$ cat config.mk
export PLATFORM = sky130hd
export DESIGN_NAME = rbs_subtractor
export DESIGN_NICKNAME = d
export VERILOG_FILES = /design/src/rtl/gf_arith_pkg.sv /design/src/rtl/full_subtractor.sv /design/src/rtl/rbs_subtractor.sv
export SDC_FILE = /design/constraint.sdc
export NUM_CORES = 1
export LEC_CHECK = 0
export ABC_AREA = 1
export CAP_MARGIN = 30
export CELL_PAD_IN_SITES_DETAIL_PLACEMENT = 2
export CELL_PAD_IN_SITES_GLOBAL_PLACEMENT = 2
export CORE_AREA = 2 2 137 139
export DETAILED_ROUTE_END_ITERATION = 8
export DIE_AREA = 0 0 139 141
export HOLD_SLACK_MARGIN = 0.15
export PLACE_DENSITY_LB_ADDON = 0.1
export SETUP_SLACK_MARGIN = 0.3
export SYNTH_ARGS = -nofsm -noshare
export SYNTH_HDL_FRONTEND = slang
export SYNTH_HIERARCHICAL = 1
export SYNTH_SLANG_ARGS = --single-unit
$ cat constraint.sdc
create_clock -name clk -period 10.42 [get_ports clk]
set_input_delay 2.084 -clock clk [delete_from_list [all_inputs] [get_ports clk]]
set_output_delay 2.084 -clock clk [all_outputs]
set_load 0.005 [all_outputs]
$ cat src/rtl/gf_arith_pkg.sv
// Shared arithmetic package: FSM state encoding and chunk-geometry helper
// used by the chunked ripple-borrow subtractor.
package gf_arith_pkg;

    // Sequencer state encoding.
    localparam logic [1:0] ST_IDLE = 2'd0;
    localparam logic [1:0] ST_RUN  = 2'd1;
    localparam logic [1:0] ST_DONE = 2'd2;

    // Number of chunks in a word and the width of a counter that indexes them.
    typedef struct packed {
        int num_chunks;
        int cnt_width;
    } chunk_cfg_t;

    // Derives chunk count and counter width from the data and chunk widths.
    // The counter is always at least one bit wide so a single-chunk build
    // still has a legal register.
    function automatic chunk_cfg_t chunk_cfg(input int data_width, input int chunk_width);
        chunk_cfg_t cfg;
        cfg.num_chunks = data_width / chunk_width;
        cfg.cnt_width  = (cfg.num_chunks > 1) ? $clog2(cfg.num_chunks) : 1;
        return cfg;
    endfunction

endpackage

$ cat src/rtl/full_subtractor.sv
// One-bit full subtractor: diff = a - b - bi, bo is the borrow out.
module full_subtractor (
    input  logic a,
    input  logic b,
    input  logic bi,
    output logic diff,
    output logic bo
);

    // A borrow is produced when b exceeds a, or when a equals b and a
    // borrow is already pending from the less-significant bit.
    always_comb begin
        diff = a ^ b ^ bi;
        bo   = (~a & b) | (~(a ^ b) & bi);
    end

endmodule

$ cat src/rtl/rbs_subtractor.sv
// Multi-cycle ripple-borrow subtractor. A DATA_WIDTH subtraction is done
// CHUNK_WIDTH bits per enabled cycle, least-significant chunk first, with
// the borrow carried in a register between chunks.
// Optional feature: define RBS_SUBTRACTOR_OVERFLOW_EN to add out_overflow,
// the signed two's-complement overflow flag of the result.
module rbs_subtractor
    import gf_arith_pkg::*;
#(
    parameter int DATA_WIDTH  = 32,
    parameter int CHUNK_WIDTH = 8
) (
    input  logic                  clk,
    input  logic                  rst_n,
    input  logic                  enable,
    input  logic                  start,
    input  logic [DATA_WIDTH-1:0] in_sub_a,
    input  logic [DATA_WIDTH-1:0] in_sub_b,
    output logic                  busy,
    output logic                  done,
    output logic [DATA_WIDTH-1:0] out_diff_result,
    output logic                  out_borrow
`ifdef RBS_SUBTRACTOR_OVERFLOW_EN
    ,
    output logic                  out_overflow
`endif
);

    // DATA_WIDTH must be a whole multiple of CHUNK_WIDTH; the chunk
    // count below truncates otherwise.
    localparam chunk_cfg_t CFG        = chunk_cfg(DATA_WIDTH, CHUNK_WIDTH);
    localparam int         NUM_CHUNKS = CFG.num_chunks;
    localparam int         CNT_W      = CFG.cnt_width;
    localparam logic [CNT_W-1:0] LAST_CHUNK = CNT_W'(NUM_CHUNKS - 1);

    logic [1:0]            state_reg;
    logic [CNT_W-1:0]      cnt_reg;
    logic                  borrow_reg;
    logic [DATA_WIDTH-1:0] a_sh_reg;
    logic [DATA_WIDTH-1:0] b_sh_reg;

    logic [CHUNK_WIDTH-1:0] chunk_diff;
    logic [CHUNK_WIDTH:0]   borrow_chain;
    logic [DATA_WIDTH-1:0]  diff_next;

`ifdef RBS_SUBTRACTOR_OVERFLOW_EN
    logic a_sign_reg;
    logic b_sign_reg;
    logic overflow_next;
`endif

    assign busy = (state_reg != ST_IDLE);
    assign done = (state_reg == ST_DONE);

    // Per-bit ripple chain for the current chunk. The operand shift
    // registers always present the chunk being processed in their low bits.
    assign borrow_chain[0] = borrow_reg;

    generate
        for (genvar gi = 0; gi < CHUNK_WIDTH; gi++) begin : g_bit
            full_subtractor u_fs (
                .a    (a_sh_reg[gi]),
                .b    (b_sh_reg[gi]),
                .bi   (borrow_chain[gi]),
                .diff (chunk_diff[gi]),
                .bo   (borrow_chain[gi+1])
            );
        end
    endgenerate

    // Partial-result accumulator. Each new chunk enters at the top and the
    // older chunks slide down, so after the last chunk the concatenation of
    // the new chunk with the accumulator is the full result, LSB at bit 0.
    generate
        if (NUM_CHUNKS > 1) begin : g_multi
            logic [DATA_WIDTH-CHUNK_WIDTH-1:0] diff_sh_reg;

            assign diff_next = {chunk_diff, diff_sh_reg};

            // Shift each computed chunk into the partial result while running.
            always_ff @(posedge clk or negedge rst_n) begin
                if (!rst_n) begin
                    diff_sh_reg <= '0;
                end else if (enable && (state_reg == ST_RUN)) begin
                    diff_sh_reg <= diff_next[DATA_WIDTH-1:CHUNK_WIDTH];
                end
            end
        end else begin : g_single
            assign diff_next = chunk_diff;
        end
    endgenerate

`ifdef RBS_SUBTRACTOR_OVERFLOW_EN
    // Signed overflow: operands of opposite sign and a result whose sign
    // disagrees with the minuend.
    assign overflow_next = (a_sign_reg ^ b_sign_reg) & (diff_next[DATA_WIDTH-1] ^ a_sign_reg);
`endif

    // Sequencer: accept, step one chunk per enabled cycle, publish result.
    always_ff @(posedge clk or negedge rst_n) begin
        if (!rst_n) begin
            state_reg       <= ST_IDLE;
            cnt_reg         <= '0;
            borrow_reg      <= 1'b0;
            a_sh_reg        <= '0;
            b_sh_reg        <= '0;
            out_diff_result <= '0;
            out_borrow      <= 1'b0;
`ifdef RBS_SUBTRACTOR_OVERFLOW_EN
            a_sign_reg      <= 1'b0;
            b_sign_reg      <= 1'b0;
            out_overflow    <= 1'b0;
`endif
        end else if (enable) begin
            case (state_reg)
                ST_IDLE: begin
                    if (start) begin
                        a_sh_reg   <= in_sub_a;
                        b_sh_reg   <= in_sub_b;
                        borrow_reg <= 1'b0;
                        cnt_reg    <= '0;
                        state_reg  <= ST_RUN;
`ifdef RBS_SUBTRACTOR_OVERFLOW_EN
                        a_sign_reg <= in_sub_a[DATA_WIDTH-1];
                        b_sign_reg <= in_sub_b[DATA_WIDTH-1];
`endif
                    end
                end

                ST_RUN: begin
                    a_sh_reg   <= a_sh_reg >> CHUNK_WIDTH;
                    b_sh_reg   <= b_sh_reg >> CHUNK_WIDTH;
                    borrow_reg <= borrow_chain[CHUNK_WIDTH];
                    cnt_reg    <= cnt_reg + CNT_W'(1);
                    if (cnt_reg == LAST_CHUNK) begin
                        out_diff_result <= diff_next;
                        out_borrow      <= borrow_chain[CHUNK_WIDTH];
`ifdef RBS_SUBTRACTOR_OVERFLOW_EN
                        out_overflow    <= overflow_next;
`endif
                        state_reg       <= ST_DONE;
                    end
                end

                ST_DONE: begin
                    state_reg <= ST_IDLE;
                end

                default: begin
                    state_reg <= ST_IDLE;
                end
            endcase
        end
    end

endmodule

==> results of run 1 <==
## layout make-up
cell class / count / area [µm²]
multi-input combinational: 526 / 2280
tap: 234 / 293
timing repair buffer: 109 / 1080
fill: 2083 / 10700
inverter: 39 / 146
sequential: 126 / 3150
clock inverter: 15 / 139
clock buffer: 17 / 425
## cell usage after synthesis, types with 2 or more instances
| library cell | number | share of area (%) |
|---|---|---|
| nor2_1 | 4 | 0.26 |
| o21ai_0 | 11 | 0.94 |
| clkbuf_1 | 15 | 0.96 |
| inv_2 | 4 | 0.26 |
| inv_1 | 35 | 2.2 |
| o21ai_1 | 24 | 2.1 |
| buf_2 | 13 | 1.1 |
| buf_4 | 14 | 1.8 |
| nand3_1 | 82 | 7.0 |
| nor2_2 | 2 | 0.21 |
| fa_1 | 8 | 2.7 |
| dfrtp_1 | 126 | 54 |
| nand2_1 | 391 | 25 |
| buf_1 | 2 | 0.13 |
| buf_6 | 3 | 0.58 |
## logic make-up (layout without fill, tap and decap cells)
| logic type | count (synthesis) | in the layout | synth area share (%) |
|---|---|---|---|
| fa+ha+maj | 9 | 9 | 2.95 |
| simple gates | 482 | 482 | 33.0 |
| compound gates | 35 | 35 | 3.00 |
| flops | 126 | 126 | 54.0 |
| buf+inv | 86 | 180 | 7.09 |
## layer usage
metal | share of wire (%) | wire, µm
met3 | 3.2 | 574
met4 | 2.0 | 361
met2 | 52 | 9240
met1 | 42 | 7500
met5 | 0 | 0
## where the power goes
part / total (µW) / internal, µW / switching (µW)
combinational: 798 / 315 / 483
sequential: 831 / 696 / 134
clock: 568 / 330 / 237
total: 2200 / 1340 / 854
## final timing paths
kind / start / to / slack (ns) / cells past startpoint
max: a_sh_reg[0] / borrow_reg / 5.86 / 25
min: a_sh_reg[17] / a_sh_reg[17] / 0.48 / 2
max reg2reg: a_sh_reg[0] / borrow_reg / 5.86 / 25
min reg2reg: a_sh_reg[17] / a_sh_reg[17] / 0.48 / 2
max in group asynchronous: rst_n / a_sh_reg[3] / 7.34 / 2
min in group asynchronous: rst_n / out_diff_result[17] / 1.78 / 1
## per-stage QoR
| stage | util [%] | cell area (µm²) | hold WS (ns) |
|---|---|---|---|
| floorplan | - | 5840 | 0.449 |
| global placement | 38.0 | 6940 | 0.458 |
| detailed placement | 38.1 | 6960 | 0.468 |
| CTS | 41.2 | 7520 | 0.484 |
| global route | 41.2 | 7520 | 0.504 |
| finish | 41.2 | 7520 | 0.479 |
## critical path, cell delays in order (launching register included)
cell and delay [ns]:
dfrtp_1 0.41, fa_1 0.42, inv_1 0.06, inv_1 0.04, fa_1 0.37, inv_1 0.08
inv_1 0.05, fa_1 0.35, inv_1 0.06, inv_1 0.04, fa_1 0.36, inv_1 0.07
inv_1 0.04, fa_1 0.35, inv_1 0.06, inv_1 0.04, fa_1 0.38, inv_1 0.08
inv_1 0.05, fa_1 0.36, inv_1 0.06, inv_1 0.04, fa_1 0.36, inv_1 0.09
nand2_1 0.06, o21ai_0 0.19
==> flow_metrics.py, run 1 <==
metrics = {
    "sta": {
        "fin_crit_ns": 4.56,
        "fin_tns_setup_ns": 0,
        "layout_setup_ws_ns": 5.86,
        "drv_slew": 0,
        "hold_viol": 0,
        "setup_viol": 0,
        "skew_ns": 0.00973,
        "rsz0062_at_grt": "false",
        "worstMarginPinSlew_ns": 0.911,
        "slew_headroom_pct": 39.3,
        "max_freq_ghz": 0.219,
        "fin_crit_sh_pct": 43.8,
    },
    "final_layout": {
        "diodes": 0,
        "syn_to_final_growth_pct": 28.8,
        "nNetsFinal": 896,
        "fin_cells": 1066,
        "layout_commonest_cell": "nand2_1",
        "final_cell_mix": "nand2_1 (390), dfrtp_1 (125), clkdlybuf4s50_1 (101)",
        "drive_gt1_share_pct": 6.01,
    },
    "die": {
        "rows": 50,
        "coreArea_um2": 18300,
        "ios": 103,
        "start_util_pct": 32.0,
        "die_height_um": 141,
        "fp.dieW_um": 139,
        "die-area_um2": 19600,
    },
    "grt": {
        "grt.busiest_layer": "met2",
        "met1_usage_pct": 22.6,
        "grt_pass1_wl_um": 30100,
        "met3_usage_pct": 3.70,
        "grt_use_met2_pct": 35.5,
        "antenna_found_initial": 0,
        "grt_usage_pct": 19.4,
        "grt_max_degree": 86,
        "grt_pass1_vias": 5840,
        "grt-ovfl-total": 0,
    },
    "route": {
        "drt_iter0_drc": 178,
        "wl_um": 17700,
        "via_per_inst": 4.82,
        "via_count": 5139,
        "dr.pass1.iters": 4,
        "drcViolationCount": 0,
        "drtAntennaViolNets": 0,
        "wl_per_cell_um": 16.6,
    },
    "synthesis": {
        "synth_ff_type": "dfrtp_1",
        "async_flop_share_pct": 100,
        "seq_area_frac_synth_pct": 54.0,
        "synthCells": 738,
        "ys_warn_count": 6,
        "syn_nets": 815,
        "mappedNetlistArea_um2": 5840,
        "synth_edf_count": 0,
        "synth-seq-cells": 126,
        "avgSynthCellArea_um2": 7.92,
        "ys_types": 19,
    },
    "setup_path": {
        "critPathCaptureType": "flip-flop",
        "cp.required_ns": 10.74,
        "crit_type": "reg2reg",
        "critPathMaxFanout": 2,
        "start_kind": "flip-flop",
        "critPathArrivalTime_ns": 4.88,
    },
    "power_and_ir_drop": {
        "p_leak_uw": 0.00390,
        "power_uw": 2200,
        "powerDensity_nw_per_um2": 292,
        "vdd_drop_max_v": 0.000175,
    },
    "clock_tree": {
        "clk_pin_slew_ns": 0.06,
        "clk_latency_ns": 0.42,
        "cts_max_path_buffers": 2,
        "cts_tree": "done",
        "cts_setup_buffers": 0,
        "cts_root_buffer": "clkbuf_16",
        "htreeDepth": 4,
        "numCtsBuffers": 17,
        "cts.repair.resized": 0,
        "clock-sinks": 126,
        "cts-hold-fix-buffers": 0,
    },
    "placement": {
        "place_inst": 1034,
        "dp.final_hpwl_um": 11600,
        "io_buffer_count": 102,
        "place_ws_ns": 5.83,
        "gp_congestion": 0.758,
    },
    "hold_path": {
        "hold_path_class": "reg2reg",
    },
    "run_status": {
        "status": "finished, final reports clean",
    },
    "job": {
        "cap_violations": 0,
    },
}
Note: power is estimated with default switching activity, not from simulation.
==> run 2: changes to the inputs <==
Settings changed: CORE_AREA 2 2 137 139 to 2 2 148 150, DIE_AREA 0 0 139 141 to 0 0 150 152.
Clock period 10.42 ns to 4.1 ns, I/O delays scaled along.
==> run 2 against run 1 <==
  * The flow now finishes with violations (setup timing)
  * Register-to-register slack lost 5.9 ns
  * Combinational power rose to 2.5 times the previous value
  * Total power grew to 2.6 times the previous value
  * Critical path depth unchanged
  * Largest power group unchanged
  * Highest routed layer unchanged
==> flow_metrics.py, run 2 (synthesized netlist as in run 1, its figures left out) <==
metrics = {
    "run_status": {
        "status": "finished, violations left",
        "failed_checks": "setup timing",
    },
    "sta": {
        "fin_crit_ns": 4.10,
        "max_freq_ghz": 0.244,
        "worstMarginPinSlew_ns": 0.901,
        "fin_crit_sh_pct": 100,
        "skew_ns": 0.0140,
        "hold_viol": 0,
        "rsz0062_at_grt": "true",
        "layout_setup_ws_ns": -0.00288,
        "setup_viol": 1,
        "hold_slack_ns": 0.371,
        "drv_slew": 0,
        "slew_headroom_pct": 39.9,
    },
    "setup_path": {
        "cp.required_ns": 4.45,
        "rrSetupSlack_ns": -0.003,
        "crit_type": "reg2reg",
        "reg2reg_from": "borrow_reg",
        "critPathCaptureType": "flip-flop",
        "critPathArrivalTime_ns": 4.46,
        "critPathMaxFanout": 2,
        "rr_endpoint": "out_diff_result[31]",
        "start_kind": "flip-flop",
        "reg2regPathDepth": 25,
    },
    "final_layout": {
        "drive_gt1_share_pct": 8.85,
        "diodes": 0,
        "fin_cells": 1116,
        "design_area_um2": 7700,
        "multi_input_area_um2": 2300,
        "syn_to_final_growth_pct": 31.8,
        "final_cell_mix": "nand2_1 (390), dfrtp_1 (125), clkdlybuf4s50_1 (101)",
        "regArea_um2": 3150,
        "nNetsFinal": 900,
        "fill_cells": 2466,
        "layout_commonest_cell": "nand2_1",
    },
    "clock_tree": {
        "cts_max_path_buffers": 2,
        "cts_tree": "done",
        "clk_pin_slew_ns": 0.06,
        "htreeDepth": 4,
        "cts-hold-fix-buffers": 0,
        "cts_root_buffer": "clkbuf_16",
        "numCtsBuffers": 17,
        "clk_latency_ns": 0.43,
        "clock-sinks": 126,
    },
    "die": {
        "coreArea_um2": 21400,
        "ios": 103,
        "fp.dieW_um": 150,
        "die_height_um": 152,
        "rows": 54,
        "start_util_pct": 27.4,
        "die-area_um2": 22800,
    },
    "route": {
        "dr.pass1.iters": 4,
        "wl_per_cell_um": 15.7,
        "wl_um": 17500,
        "drt_iter0_drc": 160,
        "via_count": 5048,
        "dr.max_layer_used": "met4",
        "wl_met3_um": 508,
        "via_per_inst": 4.52,
        "wl_met2_um": 9560,
        "wl_met1_um": 7150,
        "drcViolationCount": 0,
        "drtAntennaViolNets": 0,
    },
    "grt": {
        "grt_max_degree": 86,
        "grt-ovfl-total": 0,
        "antenna_found_initial": 0,
        "grt_pass1_wl_um": 29500,
        "grt_usage_pct": 16.4,
        "grt_pass1_vias": 5762,
    },
    "placement": {
        "postPlaceCellArea_um2": 7080,
        "gp_congestion": 0.720,
        "dp.final_hpwl_um": 12000,
        "io_buffer_count": 102,
        "place_ws_ns": -0.0735,
        "place_inst": 1082,
    },
    "power_and_ir_drop": {
        "vdd_drop_max_v": 0.000319,
        "powerDensity_nw_per_um2": 743,
        "p_leak_uw": 0.00395,
    },
    "hold_path": {
        "hold_path_class": "in2async",
    },
    "job": {
        "cap_violations": 0,
    },
}
[run 2: cell count changes in the layout (fill, tap and decap cells not counted)]
cell / before / now
inv_1: 35 / 22
buf_12: 1 / 3
bufinv_16: 1 / 3
fa_2: 0 / 7
clkinvlp_4: 5 / 2
fa_1: 8 / 1
o21ai_1: 24 / 26
clkinv_4: 3 / 4
buf_4: 7 / 9
o21ai_0: 11 / 9
inv_2: 4 / 17
[run 2: worst max path at each step]
stage / from / to / cells past startpoint
3_5_place_dp: borrow_reg / out_diff_result[31] / 25
4_1_cts: borrow_reg / out_diff_result[31] / 25
2_1_floorplan: borrow_reg / out_diff_result[31] / 25
3_3_place_gp: borrow_reg / out_diff_result[31] / 25
6_report: borrow_reg / out_diff_result[31] / 25
5_1_grt: borrow_reg / out_diff_result[31] / 25
[run 2: stage by stage]
step	total power [µW]	util, %	TNS [ns]
floorplan	3340	-	0
CTS	5840	36.0	-0.0400
finish	5720	36.1	-0.00288
global placement	4060	33.0	0
global route	6240	36.1	-0.549
detailed placement	4190	33.1	-0.165
[run 2: repair_timing]
item                       in CTS  in global routing
buffers inserted                1                  1
setup endpoints to repair       4                  6
gates resized for setup        10                  3
pin swaps                       4                  2
[run 2: worst max-delay path, cell delays in order, from the launching register on]
cell and delay, ns:
dfrtp_1 0.37, inv_2 0.05, fa_2 0.38, inv_2 0.06, inv_2 0.03, fa_2 0.32
inv_2 0.06, inv_2 0.03, fa_2 0.33, inv_2 0.06, inv_2 0.03, fa_2 0.32
inv_2 0.06, inv_2 0.03, fa_2 0.32, inv_2 0.06, inv_2 0.03, fa_2 0.31
inv_1 0.06, inv_1 0.04, fa_2 0.33, inv_2 0.06, inv_2 0.03, fa_1 0.51
nand3_1 0.08, nand2_1 0.09
[run 2: layout make-up]
class / count / area share, %
flip-flops and latches: 126 / 41.0
repair buffers: 113 / 14.8
clock buffers: 17 / 5.52
inverters: 39 / 1.90
well taps: 280 / 4.55
clock inverters: 15 / 2.40
multi-input cells: 526 / 29.9
[run 2: power breakdown]
group	switching [µW]	internal (µW)	total (µW)
Combinational	1170	852	2020
Clock	601	964	1560
Sequential	366	1770	2140
Total	2140	3590	5720
[run 2: per-layer routing]
layer	track usage [%]	up-vias
met5	0	-
met1	18.8	2508
li1	-	2447
met2	30.6	74
met4	4.90	0
met3	3.15	19
